<file path="src/rtl/dram_cycarb_if.sv">
// Bus bundle between the DRAM cycle arbiter and its clients (CPU side, video
// fetcher, DRAM controller). The slave modport is the arbiter's view.
interface dram_cycarb_if;
    logic        cbeg;
    logic        post_cbeg;
    logic        pre_cend;
    logic        cend;

    logic        cpu_req;
    logic        cpu_rnw;
    logic [20:0] cpu_addr;
    logic [7:0]  cpu_wrdata;
    logic        cpu_wrbsel;
    logic        cpu_next;
    logic        cpu_strobe;
    logic [15:0] cpu_rddata;

    logic        video_req;
    logic [20:0] video_addr;
    logic        video_next;
    logic        video_strobe;

    logic        dram_req;
    logic        dram_rnw;
    logic [20:0] dram_addr;
    logic [1:0]  dram_bsel;
    logic [15:0] dram_wrdata;
    logic        dram_rfsh;
    logic [15:0] dram_rddata;

    modport slave (
        input  cpu_req, cpu_rnw, cpu_addr, cpu_wrdata, cpu_wrbsel,
        input  video_req, video_addr, dram_rddata,
        output cbeg, post_cbeg, pre_cend, cend,
        output cpu_next, cpu_strobe, cpu_rddata, video_next, video_strobe,
        output dram_req, dram_rnw, dram_addr, dram_bsel, dram_wrdata, dram_rfsh
    );

    modport master (
        output cpu_req, cpu_rnw, cpu_addr, cpu_wrdata, cpu_wrbsel,
        output video_req, video_addr, dram_rddata,
        input  cbeg, post_cbeg, pre_cend, cend,
        input  cpu_next, cpu_strobe, cpu_rddata, video_next, video_strobe,
        input  dram_req, dram_rnw, dram_addr, dram_bsel, dram_wrdata, dram_rfsh
    );
endinterface

</file>
<file path="src/rtl/dram_cycarb.sv">
// DRAM cycle sequencer/arbiter: splits fclk into 4-clock DRAM cycles and
// hands each cycle to refresh, video, CPU or idle at the cend boundary.
//
// state | meaning
// IDLE  | no DRAM access this cycle
// CPU   | CPU read or write cycle
// VIDEO | video fetch (always a read)
// RFSH  | refresh cycle
module dram_cycarb #(
    parameter int RFSH_PERIOD  = 60,
    parameter int RFSH_MAXWAIT = 4
) (
    input logic          fclk,
    input logic          rst,
    dram_cycarb_if.slave bus
);
    localparam int CW = $clog2(RFSH_PERIOD);
    localparam int WW = $clog2(RFSH_MAXWAIT + 1);
    localparam logic [CW-1:0] CNT_LAST  = CW'(RFSH_PERIOD - 1);
    localparam logic [WW-1:0] WAIT_LAST = WW'(RFSH_MAXWAIT - 1);

    typedef enum logic [1:0] {IDLE, CPU, VIDEO, RFSH} owner_t;

    owner_t        owner;
    owner_t        grant;
    logic [1:0]    phase;
    logic [CW-1:0] rfsh_cnt;
    logic [WW-1:0] wait_cnt;
    logic          rfsh_pend;
    logic          rfsh_urgent;
    logic          cend;

    assign cend          = (phase == 2'd3);
    assign bus.cbeg      = (phase == 2'd0);
    assign bus.post_cbeg = (phase == 2'd1);
    assign bus.pre_cend  = (phase == 2'd2);
    assign bus.cend      = cend;

    always_comb begin
        grant = IDLE;
        if (rfsh_urgent)
            grant = RFSH;
        else if (bus.video_req)
            grant = VIDEO;
        else if (bus.cpu_req)
            grant = CPU;
        else if (rfsh_pend)
            grant = RFSH;
    end

    // Must stay identical to the CPU branch of the grant priority above.
    assign bus.cpu_next     = !bus.video_req && !rfsh_urgent;
    assign bus.cpu_strobe   = cend && (owner == CPU) && bus.dram_rnw;
    assign bus.video_strobe = cend && (owner == VIDEO);
    assign bus.video_next   = cend && (grant == VIDEO);
    assign bus.cpu_rddata   = bus.dram_rddata;

    always_ff @(posedge fclk) begin
        if (rst) begin
            phase           <= 2'd3;
            owner           <= IDLE;
            rfsh_cnt        <= '0;
            wait_cnt        <= '0;
            rfsh_pend       <= 1'b0;
            rfsh_urgent     <= 1'b0;
            bus.dram_req    <= 1'b0;
            bus.dram_rfsh   <= 1'b0;
            bus.dram_rnw    <= 1'b1;
            bus.dram_addr   <= '0;
            bus.dram_bsel   <= 2'b11;
            bus.dram_wrdata <= '0;
        end else begin
            phase <= phase + 2'd1;
            if (cend) begin
                owner         <= grant;
                bus.dram_req  <= (grant == CPU) || (grant == VIDEO);
                bus.dram_rfsh <= (grant == RFSH);
                case (grant)
                    CPU: begin
                        bus.dram_addr   <= bus.cpu_addr;
                        bus.dram_rnw    <= bus.cpu_rnw;
                        bus.dram_bsel   <= bus.cpu_rnw ? 2'b11 :
                                           (bus.cpu_wrbsel ? 2'b01 : 2'b10);
                        bus.dram_wrdata <= {bus.cpu_wrdata, bus.cpu_wrdata};
                    end
                    VIDEO: begin
                        bus.dram_addr <= bus.video_addr;
                        bus.dram_rnw  <= 1'b1;
                        bus.dram_bsel <= 2'b11;
                    end
                    default: ;
                endcase

                if (rfsh_cnt == CNT_LAST)
                    rfsh_cnt <= '0;
                else
                    rfsh_cnt <= rfsh_cnt + 1'b1;

                if (grant == RFSH) begin
                    rfsh_pend   <= 1'b0;
                    rfsh_urgent <= 1'b0;
                    wait_cnt    <= '0;
                end else if (rfsh_pend && !rfsh_urgent) begin
                    wait_cnt <= wait_cnt + 1'b1;
                    if (wait_cnt == WAIT_LAST)
                        rfsh_urgent <= 1'b1;
                end
                // A new period never stacks on an outstanding refresh.
                if (rfsh_cnt == CNT_LAST)
                    rfsh_pend <= 1'b1;
            end
        end
    end
endmodule

</file>
<file path="src/flat_wrapper.sv">
// flat-port wrapper written by rule: the top's interface ports become plain ports
module dram_cycarb_flat 
#(
    parameter int RFSH_PERIOD  = 60,
    parameter int RFSH_MAXWAIT = 4
)
  (fclk, rst, bus_cpu_req, bus_cpu_rnw, bus_cpu_addr, bus_cpu_wrdata, bus_cpu_wrbsel, bus_video_req, bus_video_addr, bus_dram_rddata, bus_cbeg, bus_post_cbeg, bus_pre_cend, bus_cend, bus_cpu_next, bus_cpu_strobe, bus_cpu_rddata, bus_video_next, bus_video_strobe, bus_dram_req, bus_dram_rnw, bus_dram_addr, bus_dram_bsel, bus_dram_wrdata, bus_dram_rfsh);
  dram_cycarb_if bus_i ();
  input logic fclk;
  input logic rst;
  input wire logic [$bits(bus_i.cpu_req)-1:0] bus_cpu_req;
  input wire logic [$bits(bus_i.cpu_rnw)-1:0] bus_cpu_rnw;
  input wire logic [$bits(bus_i.cpu_addr)-1:0] bus_cpu_addr;
  input wire logic [$bits(bus_i.cpu_wrdata)-1:0] bus_cpu_wrdata;
  input wire logic [$bits(bus_i.cpu_wrbsel)-1:0] bus_cpu_wrbsel;
  input wire logic [$bits(bus_i.video_req)-1:0] bus_video_req;
  input wire logic [$bits(bus_i.video_addr)-1:0] bus_video_addr;
  input wire logic [$bits(bus_i.dram_rddata)-1:0] bus_dram_rddata;
  output wire logic [$bits(bus_i.cbeg)-1:0] bus_cbeg;
  output wire logic [$bits(bus_i.post_cbeg)-1:0] bus_post_cbeg;
  output wire logic [$bits(bus_i.pre_cend)-1:0] bus_pre_cend;
  output wire logic [$bits(bus_i.cend)-1:0] bus_cend;
  output wire logic [$bits(bus_i.cpu_next)-1:0] bus_cpu_next;
  output wire logic [$bits(bus_i.cpu_strobe)-1:0] bus_cpu_strobe;
  output wire logic [$bits(bus_i.cpu_rddata)-1:0] bus_cpu_rddata;
  output wire logic [$bits(bus_i.video_next)-1:0] bus_video_next;
  output wire logic [$bits(bus_i.video_strobe)-1:0] bus_video_strobe;
  output wire logic [$bits(bus_i.dram_req)-1:0] bus_dram_req;
  output wire logic [$bits(bus_i.dram_rnw)-1:0] bus_dram_rnw;
  output wire logic [$bits(bus_i.dram_addr)-1:0] bus_dram_addr;
  output wire logic [$bits(bus_i.dram_bsel)-1:0] bus_dram_bsel;
  output wire logic [$bits(bus_i.dram_wrdata)-1:0] bus_dram_wrdata;
  output wire logic [$bits(bus_i.dram_rfsh)-1:0] bus_dram_rfsh;
  assign bus_i.cpu_req = bus_cpu_req;
  assign bus_i.cpu_rnw = bus_cpu_rnw;
  assign bus_i.cpu_addr = bus_cpu_addr;
  assign bus_i.cpu_wrdata = bus_cpu_wrdata;
  assign bus_i.cpu_wrbsel = bus_cpu_wrbsel;
  assign bus_i.video_req = bus_video_req;
  assign bus_i.video_addr = bus_video_addr;
  assign bus_i.dram_rddata = bus_dram_rddata;
  assign bus_cbeg = bus_i.cbeg;
  assign bus_post_cbeg = bus_i.post_cbeg;
  assign bus_pre_cend = bus_i.pre_cend;
  assign bus_cend = bus_i.cend;
  assign bus_cpu_next = bus_i.cpu_next;
  assign bus_cpu_strobe = bus_i.cpu_strobe;
  assign bus_cpu_rddata = bus_i.cpu_rddata;
  assign bus_video_next = bus_i.video_next;
  assign bus_video_strobe = bus_i.video_strobe;
  assign bus_dram_req = bus_i.dram_req;
  assign bus_dram_rnw = bus_i.dram_rnw;
  assign bus_dram_addr = bus_i.dram_addr;
  assign bus_dram_bsel = bus_i.dram_bsel;
  assign bus_dram_wrdata = bus_i.dram_wrdata;
  assign bus_dram_rfsh = bus_i.dram_rfsh;
  dram_cycarb #(.RFSH_PERIOD(RFSH_PERIOD), .RFSH_MAXWAIT(RFSH_MAXWAIT)) u_core (.fclk(fclk), .rst(rst), .bus(bus_i));
endmodule
</file>
<file path="config.mk">
export PLATFORM = sky130hd
export DESIGN_NAME = dram_cycarb_flat
export DESIGN_NICKNAME = d
export VERILOG_FILES = /design/src/rtl/dram_cycarb_if.sv /design/src/rtl/dram_cycarb.sv /design/src/flat_wrapper.sv
export SDC_FILE = /design/constraint.sdc
export NUM_CORES = 1
export LEC_CHECK = 0
export BUFFER_PORTS_ARGS = -buffer_cell sky130_fd_sc_hd__buf_2
export CORE_ASPECT_RATIO = 1.2
export CORE_MARGIN = 1.5
export CORE_UTILIZATION = 47
export DETAILED_ROUTE_END_ITERATION = 10
export HOLD_SLACK_MARGIN = 0.02
export PLACE_DENSITY = 0.84
export SYNTH_ARGS = -nofsm -noshare
export SYNTH_HDL_FRONTEND = slang
export SYNTH_SLANG_ARGS = --single-unit
</file>
<file path="constraint.sdc">
create_clock -name fclk -period 3.8 [get_ports fclk]
set_input_delay 0.19 -clock fclk [delete_from_list [all_inputs] [get_ports fclk]]
set_output_delay 0.19 -clock fclk [all_outputs]
set_load 0.01 [all_outputs]
</file>
# Word-level counts from Yosys, hierarchy flattened
# Cells that the tools add are included.
# totals
reg_bits,57
inputBits,72
output_inout_bits,66
wordCells,61
# classes
n_addsub,3
n_eq_ne,10
mux,17
n_reduce_logical,19
# op_table
cell,n
$pmux 21 s2,1
$mux 2,6
$eq 2x2->1 const B,5
$reduce_and 2->1,4
$reduce_bool 2->1,4
$add 6x1->6 const B,1
$eq 2x1->1 const B,3
$eq 6x6->1 const B,1
$logic_and 1x1->1,6
$mux 3,2
$mux 6,1
$mux 1,5
$pmux 2 s2,1
$add 3x1->3 const B,1
$eq 3x2->1 const B,1
$reduce_and 3->1,1
$add 2x1->2 const B,1
$logic_not 1->1,2
$logic_not 2->1,1
$pmux 1 s2,1
$logic_or 1x1->1,1

# Logic depth before layout (Yosys ltp)
# Gate-level depths: netlist of run 1.
# logic_depth
depth_word,7
mapped_depth,6
mapped_depth_nobuf,4

# Worst setup path after synthesis of run 1
# OpenSTA, ideal clock, no wires.
# synth_path
kind,reg-to-output
start,register u_core.phase[0]
end,output bus_cpu_strobe
arrival_ps,1328
required_time_ps,3610
path_slack_ps,2282
path_stages_with_launch,6
n_path_buf,2
path_cell_list,dfxtp_1 ha_1 clkbuf_2 buf_2 inv_1 nor3_1
# synth_via
elab_chain_len,3
# synth_lines
item,line,source
start: declaration,dram_cycarb.sv:26,logic [1:0] phase;
start signal: assignment,dram_cycarb.sv:73,phase <= phase + 2'd1;
$eq 2x2->1,dram_cycarb.sv:33,assign cend = (phase == 2'd3);
named net bus_cend,flat_wrapper.sv:22,output wire logic [$bits(bus_i.cend)-1:0] bus_cend;
$logic_and 1x1->1 (2 in series),dram_cycarb.sv:53,assign bus.cpu_strobe = cend && (owner == CPU) && bus.dram_rnw;
end: declaration,flat_wrapper.sv:24,output wire logic [$bits(bus_i.cpu_strobe)-1:0] bus_cpu_strobe;
# The timed path passes the listed nets, and every way through them passes these cells.

# Final worst setup path of run 1
# layout_path
start,register u_core.phase[0]
end,output bus_video_next
# layout_via
elab_chain_len,2
# layout_lines
item,line,source
$eq 2x2->1,dram_cycarb.sv:33,
$logic_and 1x1->1,dram_cycarb.sv:55,assign bus.video_next = cend && (grant == VIDEO);
end: declaration,flat_wrapper.sv:26,output wire logic [$bits(bus_i.video_next)-1:0] bus_video_next;
# Every way passes these cells.

==> results.py, run 1 <==
metrics = {
    "synthesis": {
        "synth-async-reset-ratio_pct": 0,
        "postSynthNetCount": 362,
        "netlist-cell-type-count": 42,
        "seq_area_frac_synth_pct": 40.9,
        "yosysWarningCount": 0,
        "synth_area_leader_cell": "sky130_fd_sc_hd__dfxtp_1",
        "synth.ff_latch_count": 49,
        "post_synth_main_area_contributors": "sky130_fd_sc_hd__dfxtp_1, sky130_fd_sc_hd__buf_4, sky130_fd_sc_hd__nand2_1",
        "post_synth.cell_area_avg_um2": 8.48,
        "yosys.area.top_type_share_pct": 40.9,
        "synth-edff-count": 0,
        "synth.cell_area_mm2": 0.00240,
        "syn-instance-count": 283,
        "dominantRegCellSynth": "sky130_fd_sc_hd__dfxtp_1",
    },
    "clocking": {
        "postCtsHoldBufs": 0,
        "cts.htree.levels": 2,
        "tritoncts": "built",
        "clock_insertion_delay_worst_skew_ps": 300,
        "ctsRootBufferMaster": "sky130_fd_sc_hd__clkbuf_8",
        "cts.repair.resized": 0,
        "postCtsSetupBuffers": 0,
        "numCtsBuffers": 5,
        "clk_pin_slew_ps": 80,
        "clock_tree.buffer_depth": 2,
        "cts.sinks": 49,
    },
    "floorplanning": {
        "die_width_um": 68.2,
        "dieArea_mm2": 0.00554,
        "floorplan.die.height_um": 81.3,
        "rows": 28,
        "io_pins": 138,
        "initial_utilization_pct": 48.6,
        "core_area_mm2": 0.00494,
    },
    "sta": {
        "post-route-min-period_ps": 2690,
        "setup_total_negative_slack_ps": 0,
        "timing_max_transition_violations_final": 0,
        "final.hold.worst_slack_ps": 132,
        "clock_skew_ps": 6.29,
        "timing.fmax_ghz": 0.372,
        "grt_setup_unrepaired": "false",
        "final-hold-violation-count": 0,
        "fin_crit_sh_pct": 70.8,
        "max_slew_margin_pct": 32.1,
        "worst_slew_pin_slew_ps": 1020,
        "final-setup-viol-count": 0,
    },
    "worst_setup_path": {
        "crit_path_category": "flip-flop to output port",
        "cp_data_required_time_ps": 3610,
        "critPathLaunchType": "flip-flop",
        "sequence_of_cells_on_the_critical_path": "ha_1 -> and2b_1 -> and2_1 -> buf_2",
        "timing.critical_path.arrival_ps": 2500,
        "cp_slowest_stage_delay_ps": 890,
        "critPathSlowestCell": "sky130_fd_sc_hd__and2b_1",
        "setup.worst_path.end_class": "output port",
        "critical_path_peak_fanout": 31,
    },
    "finish": {
        "ff_latch_area_um2": 981,
        "areaGrowthSynthToFinish_pct": 16.2,
        "final_net_count": 430,
        "nFillCells": 453,
        "antenna_cells": 0,
        "fraction_of_layout_instances_using_a_drive_strength_above_1_pct": 33.0,
        "multi_input_area_mm2": 0.00110,
    },
    "drt": {
        "postRouteWirelength_um": 5210,
        "vias_per_cell": 5.22,
        "first_iter_violations": 87,
        "routed-via-count": 2150,
        "detail-route-antenna-nets": 0,
        "route.detailed.wl_per_inst_um": 12.6,
        "drt_first_pass_iters": 4,
        "route.detailed.drc": 0,
    },
    "global_routing": {
        "gr-total-overflow": 0,
        "number_of_antenna_violations_at_the_first_check_in_global_routing": 0,
        "gr-usage-all-layers_pct": 19.1,
        "first_global_vias": 1908,
        "grt_max_degree": 44,
        "grt_pass1_wl_um": 8270,
    },
    "power_and_ir_drop": {
        "comb_power_share_pct": 21.2,
        "pwr_density_cell_mw_per_mm2": 397,
        "switchingPower_uw": 320,
        "power.ir.vdd_worst_uv": 177,
        "pwr-share-clk_pct": 26.3,
        "seq_power_share_pct": 52.6,
        "power_leakage_nw": 1.31,
        "p_int_uw": 785,
        "switching_share_pct": 29.0,
    },
    "placed_design": {
        "dpl.hpwl_um": 3670,
        "port_buffers": 105,
        "gp_congestion": 0.710,
    },
    "flow_run": {
        "cap_viol_max_count": 0,
    },
    "run_status": {
        "run_status": "finished clean",
    },
    "hold_path": {
        "holdCritPathClass": "input pin to flip-flop",
    },
}
-- critical path: cells and delay by family, from the launching register on --
kind,cells,cell delay (ps)
flops,1,390
fa+ha+maj,1,570
buf+inv,1,120
simple gates,2,1110
-- Yosys cell counts (all sizes together) (2+ instances only) --
library cell / instances
a21oi: 31
and2b: 2
dfxtp: 49
o21ai: 5
clkbuf: 7
nand4b: 2
nand4: 3
nand2b: 3
inv: 5
or2: 2
buf: 38
ha: 7
nor3: 5
nor4: 2
nand2: 55
mux2i: 9
a311oi: 22
o21a: 2
nor2: 17
-- through the flow --
step | instances | utilization, % | power (mW) | setup WS (ps) | cell area (um2)
floorplan | 283 | - | 0.765 | 2280 | 2400
global placement | 404 | 54.7 | 0.823 | 1520 | 2700
detailed placement | 404 | 54.7 | 0.829 | 1390 | 2700
CTS | 412 | 56.4 | 1.12 | 1100 | 2790
global route | 412 | 56.4 | 1.17 | 870 | 2790
finish | 412 | 56.4 | 1.11 | 1110 | 2790
-- cells by family (layout without fill, tap and decap cells) --
logic type / Yosys count / count (layout) / share of synthesized area (%)
xor gates and xnor gates: 2 / 2 / 0.730
buffers and inverters: 50 / 119 / 13.4
adders and majority gates: 7 / 7 / 3.65
and+or+nand+nor: 101 / 101 / 19.7
DFF: 49 / 49 / 40.9
muxes: 9 / 9 / 3.76
AOI/OAI and AO/OA: 65 / 65 / 17.8
-- cells in the final DEF (no fill, tap or decap), types with 2 or more instances in the layout --
cell type,instances
sky130_fd_sc_hd__inv_1,5
sky130_fd_sc_hd__o21a_1,2
sky130_fd_sc_hd__clkinv_2,2
sky130_fd_sc_hd__nand2_1,55
sky130_fd_sc_hd__nor3_1,5
sky130_fd_sc_hd__nor2_1,17
sky130_fd_sc_hd__a311oi_1,22
sky130_fd_sc_hd__dfxtp_1,49
sky130_fd_sc_hd__clkbuf_8,5
sky130_fd_sc_hd__mux2i_1,9
sky130_fd_sc_hd__ha_1,7
sky130_fd_sc_hd__nand2b_1,3
sky130_fd_sc_hd__nand4_1,3
sky130_fd_sc_hd__buf_2,105
sky130_fd_sc_hd__nor4_1,2
sky130_fd_sc_hd__a21oi_1,31
sky130_fd_sc_hd__o21ai_0,4
sky130_fd_sc_hd__nand4b_1,2
-- final timing paths --
path	from	endpoint	slack (ps)	cells past startpoint
worst max register to register	u_core.phase[0]$_SDFF_PP1_	u_core.bus.dram_addr[9]$_SDFFE_PP0P_	1420	4
worst max-delay path	u_core.phase[0]$_SDFF_PP1_	bus_video_next	1110	4
worst min register to register	u_core.phase[0]$_SDFF_PP1_	u_core.phase[0]$_SDFF_PP1_	450	1
worst min-delay path	bus_cpu_wrdata[3]	u_core.bus.dram_wrdata[11]$_SDFFE_PP0P_	130	3
-- state kept, by name, summed over array words and instances, names as in the netlist --
signal                  cells
u_core.bus.dram_req         1
u_core.bus.dram_addr       21
u_core.rfsh_urgent          1
u_core.bus.dram_rfsh        1
u_core.wait_cnt             3
u_core.rfsh_pend            1
u_core.bus.dram_bsel        2
u_core.bus.dram_wrdata      8
u_core.rfsh_cnt             6
u_core.owner                2
u_core.bus.dram_rnw         1
u_core.phase                2
-- per-layer routing --
metal | wire, um | vias up | global-route usage [%]
li1 | - | 1095 | -
met1 | 2220 | 985 | 23.3
met2 | 2680 | 62 | 33.5
met4 | 61 | 0 | 5.20
met5 | 0 | - | 0
met3 | 247 | 8 | 4.02
-- area by class of cell --
| cell class | instances | area share [%] |
|---|---|---|
| clock buffers | 6 | 2.60 |
| clock inverters | 2 | 0.359 |
| inverters | 5 | 0.674 |
| multi-input cells | 184 | 39.3 |
| flip-flops and latches | 49 | 35.2 |
| well taps | 60 | 2.69 |
| repair buffers | 106 | 19.1 |
-- power groups by stage --
stage | combinational [mW] | sequential (mW) | clock [mW]
finish | 0.234 | 0.581 | 0.290
global route | 0.263 | 0.587 | 0.322
CTS | 0.236 | 0.581 | 0.305
detailed placement | 0.237 | 0.592 | 0
global placement | 0.231 | 0.592 | 0
floorplan | 0.160 | 0.605 | 0
Power figures use the tool's default switching activity.
==> inputs of run 2 (changes only) <==
--- a/config.mk
+++ b/config.mk
@@ -8,10 +8,10 @@
 export BUFFER_PORTS_ARGS = -buffer_cell sky130_fd_sc_hd__buf_2
 export CORE_ASPECT_RATIO = 1.2
 export CORE_MARGIN = 1.5
-export CORE_UTILIZATION = 47
+export CORE_UTILIZATION = 40
 export DETAILED_ROUTE_END_ITERATION = 10
 export HOLD_SLACK_MARGIN = 0.02
-export PLACE_DENSITY = 0.84
+export PLACE_DENSITY = 0.76
 export SYNTH_ARGS = -nofsm -noshare
 export SYNTH_HDL_FRONTEND = slang
 export SYNTH_SLANG_ARGS = --single-unit
==> constraint.sdc (replaced) <==
create_clock -name fclk -period 2.15 [get_ports fclk]
set_input_delay 0.1075 -clock fclk [delete_from_list [all_inputs] [get_ports fclk]]
set_output_delay 0.1075 -clock fclk [all_outputs]
set_load 0.01 [all_outputs]
==> results.py, run 2 (synthesized netlist as in run 1, its figures left out) <==
metrics = {
    "run_status": {
        "run_status": "finished clean",
    },
    "flow_run": {
        "cap_viol_max_count": 0,
    },
    "sta": {
        "clock_skew_ps": 7.49,
        "timing_max_transition_violations_final": 0,
        "worst_slew_pin_slew_ps": 505,
        "fin_crit_sh_pct": 90.5,
        "max_slew_margin_pct": 66.4,
        "final-setup-viol-count": 0,
        "setup_total_negative_slack_ps": 0,
        "post-route-min-period_ps": 1950,
        "timing.fmax_ghz": 0.514,
        "final-hold-violation-count": 0,
        "grt_setup_unrepaired": "false",
        "postLayoutSetupSlackWorst_ps": 204,
    },
    "finish": {
        "antenna_cells": 0,
        "max_reg_flops": 21,
        "most-common-layout-cells": "sky130_fd_sc_hd__buf_2, sky130_fd_sc_hd__nand2_1, sky130_fd_sc_hd__dfxtp_1, sky130_fd_sc_hd__a21oi_1, sky130_fd_sc_hd__a311oi_1",
        "fraction_of_layout_instances_using_a_drive_strength_above_1_pct": 34.6,
        "postLayoutCellArea_mm2": 0.00290,
        "areaGrowthSynthToFinish_pct": 20.7,
        "final_common_cell": "sky130_fd_sc_hd__buf_2",
        "top_register": "u_core.bus.dram_addr",
        "post_route_insts_no_fill": 438,
        "final_net_count": 436,
        "top_regs": "u_core.bus.dram_addr: 21 flops, u_core.bus.dram_wrdata: 8 flops, u_core.rfsh_cnt: 6 flops",
    },
    "worst_setup_path": {
        "worst_reg2reg_setup_slack_ps": 420,
        "timing.critical_path.arrival_ps": 1840,
        "cp_data_required_time_ps": 2040,
        "sequence_of_cells_on_the_critical_path": "ha_2 -> and2b_1 -> buf_4 -> and2_1 -> buf_2",
        "critPathLaunchType": "flip-flop",
        "crit-reg2reg-launch": "u_core.phase[0]$_SDFF_PP1_",
        "crit_path_category": "flip-flop to output port",
        "critPathSlowestCell": "sky130_fd_sc_hd__dfxtp_1",
        "cp_slowest_stage_delay_ps": 390,
        "critical_path_peak_fanout": 31,
        "setup.worst_path.end_class": "output port",
        "r2r_end": "u_core.bus.dram_addr[19]$_SDFFE_PP0P_",
        "r2r_cells": 5,
    },
    "placed_design": {
        "dp_worst_setup_slack_ps": 303,
        "dp.cells": 430,
        "placedInstanceArea_mm2": 0.00278,
        "gp_congestion": 0.731,
        "port_buffers": 105,
        "dpl.hpwl_um": 3940,
    },
    "floorplanning": {
        "rows": 30,
        "floorplan.die.height_um": 87.8,
        "dieArea_mm2": 0.00647,
        "die_width_um": 73.7,
        "core_area_mm2": 0.00571,
        "io_pins": 138,
        "initial_utilization_pct": 42.0,
    },
    "global_routing": {
        "number_of_antenna_violations_at_the_first_check_in_global_routing": 0,
        "gr-total-overflow": 0,
        "grt_max_degree": 32,
        "grt_pass1_wl_um": 8890,
        "gr-usage-all-layers_pct": 17.3,
        "first_global_vias": 1976,
    },
    "power_and_ir_drop": {
        "pwr_density_cell_mw_per_mm2": 737,
        "finalPower_mw": 2.13,
        "power_leakage_nw": 1.35,
        "power.ir.vdd_worst_uv": 263,
    },
    "drt": {
        "route.detailed.wl_per_inst_um": 12.7,
        "first_iter_violations": 129,
        "drt_first_pass_iters": 4,
        "route.detailed.drc": 0,
        "postRouteWirelength_um": 5550,
        "detail-route-antenna-nets": 0,
        "routed-via-count": 2192,
        "vias_per_cell": 5.00,
    },
    "hold_path": {
        "holdCritPathClass": "input pin to flip-flop",
        "worstHoldPathCells": 3,
        "min_to": "u_core.bus.dram_wrdata[10]$_SDFFE_PP0P_",
        "min_from": "bus_cpu_wrdata[2]",
    },
    "clocking": {
        "postCtsSetupBuffers": 0,
        "clock_tree.buffer_depth": 2,
        "numCtsBuffers": 5,
        "clk_pin_slew_ps": 90,
        "clock_insertion_delay_worst_skew_ps": 300,
        "cts.sinks": 49,
        "ctsRootBufferMaster": "sky130_fd_sc_hd__clkbuf_8",
        "cts.htree.levels": 2,
        "tritoncts": "built",
    },
}
run 2: cell count changes in the layout (fill, tap and decap cells not counted):
| cell | previous run | this run |
|---|---|---|
| sky130_fd_sc_hd__ha_2 | 0 | 1 |
| sky130_fd_sc_hd__clkbuf_8 | 5 | 6 |
| sky130_fd_sc_hd__clkinv_2 | 2 | 0 |
| sky130_fd_sc_hd__buf_4 | 1 | 7 |
| sky130_fd_sc_hd__ha_1 | 7 | 6 |
| sky130_fd_sc_hd__nor2_2 | 0 | 1 |
| sky130_fd_sc_hd__bufinv_16 | 0 | 1 |
| sky130_fd_sc_hd__nor2_1 | 17 | 16 |
run 2: how the worst max path moves through the flow:
stage / end / start / slack [ps]
after detailed placement: u_core.bus.dram_addr[19]$_SDFFE_PP0P_ / u_core.phase[0]$_SDFF_PP1_ / 300
final: bus_video_next / u_core.phase[0]$_SDFF_PP1_ / 200
after global placement: bus_video_next / u_core.phase[0]$_SDFF_PP1_ / 440
after CTS: bus_video_next / u_core.phase[0]$_SDFF_PP1_ / 60
after global routing: bus_video_next / u_core.phase[0]$_SDFF_PP1_ / 110
after floorplan: u_core.bus.dram_wrdata[10]$_SDFFE_PP0P_ / u_core.phase[0]$_SDFF_PP1_ / 670
run 2: repair_timing:
| item | CTS | global route |
|---|---|---|
| hold buffers | 0 | 0 |
| gates resized for setup | 0 | 1 |
| hold endpoints to repair | 0 | 0 |
| setup endpoints to repair | 0 | 1 |
run 2: worst max-delay path: cells and delay by family (launching register included):
family	cells	cell delay [ps]
buffers and inverters	2	430
flip-flops	1	390
adder cells (fa/ha/maj)	1	360
AND/OR/NAND/NOR	2	340
run 2: area by class of cell:
type	instances	area, um2
Multi-Input combinational cell	184	1100
Sequential cell	49	981
Clock inverter	1	30.0
Inverter	5	18.8
Fill cell	565	2810
Timing Repair Buffer	112	578
Clock buffer	7	86.3
Tap cell	80	100
run 2: through the flow:
stage	hold WS [ps]	utilization [%]
5_1_grt	52.2	50.7
3_3_place_gp	215	48.7
6_report	46.4	50.7
4_1_cts	42.0	50.7
3_5_place_dp	215	48.7
2_1_floorplan	255	-
run 2: metal layers:
metal / global-route usage, % / wire length, um / vias up
met1: 20.6 / 2300 / 1009
met5: 0 / 0 / -
met3: 3.68 / 308 / 7
met4: 5.56 / 68 / 0
met2: 30.5 / 2870 / 70
li1: - / - / 1106
run 2: power by group:
group | internal (mW) | switching [mW]
logic | 0.193 | 0.239
registers | 0.982 | 0.0463
clock network | 0.379 | 0.294
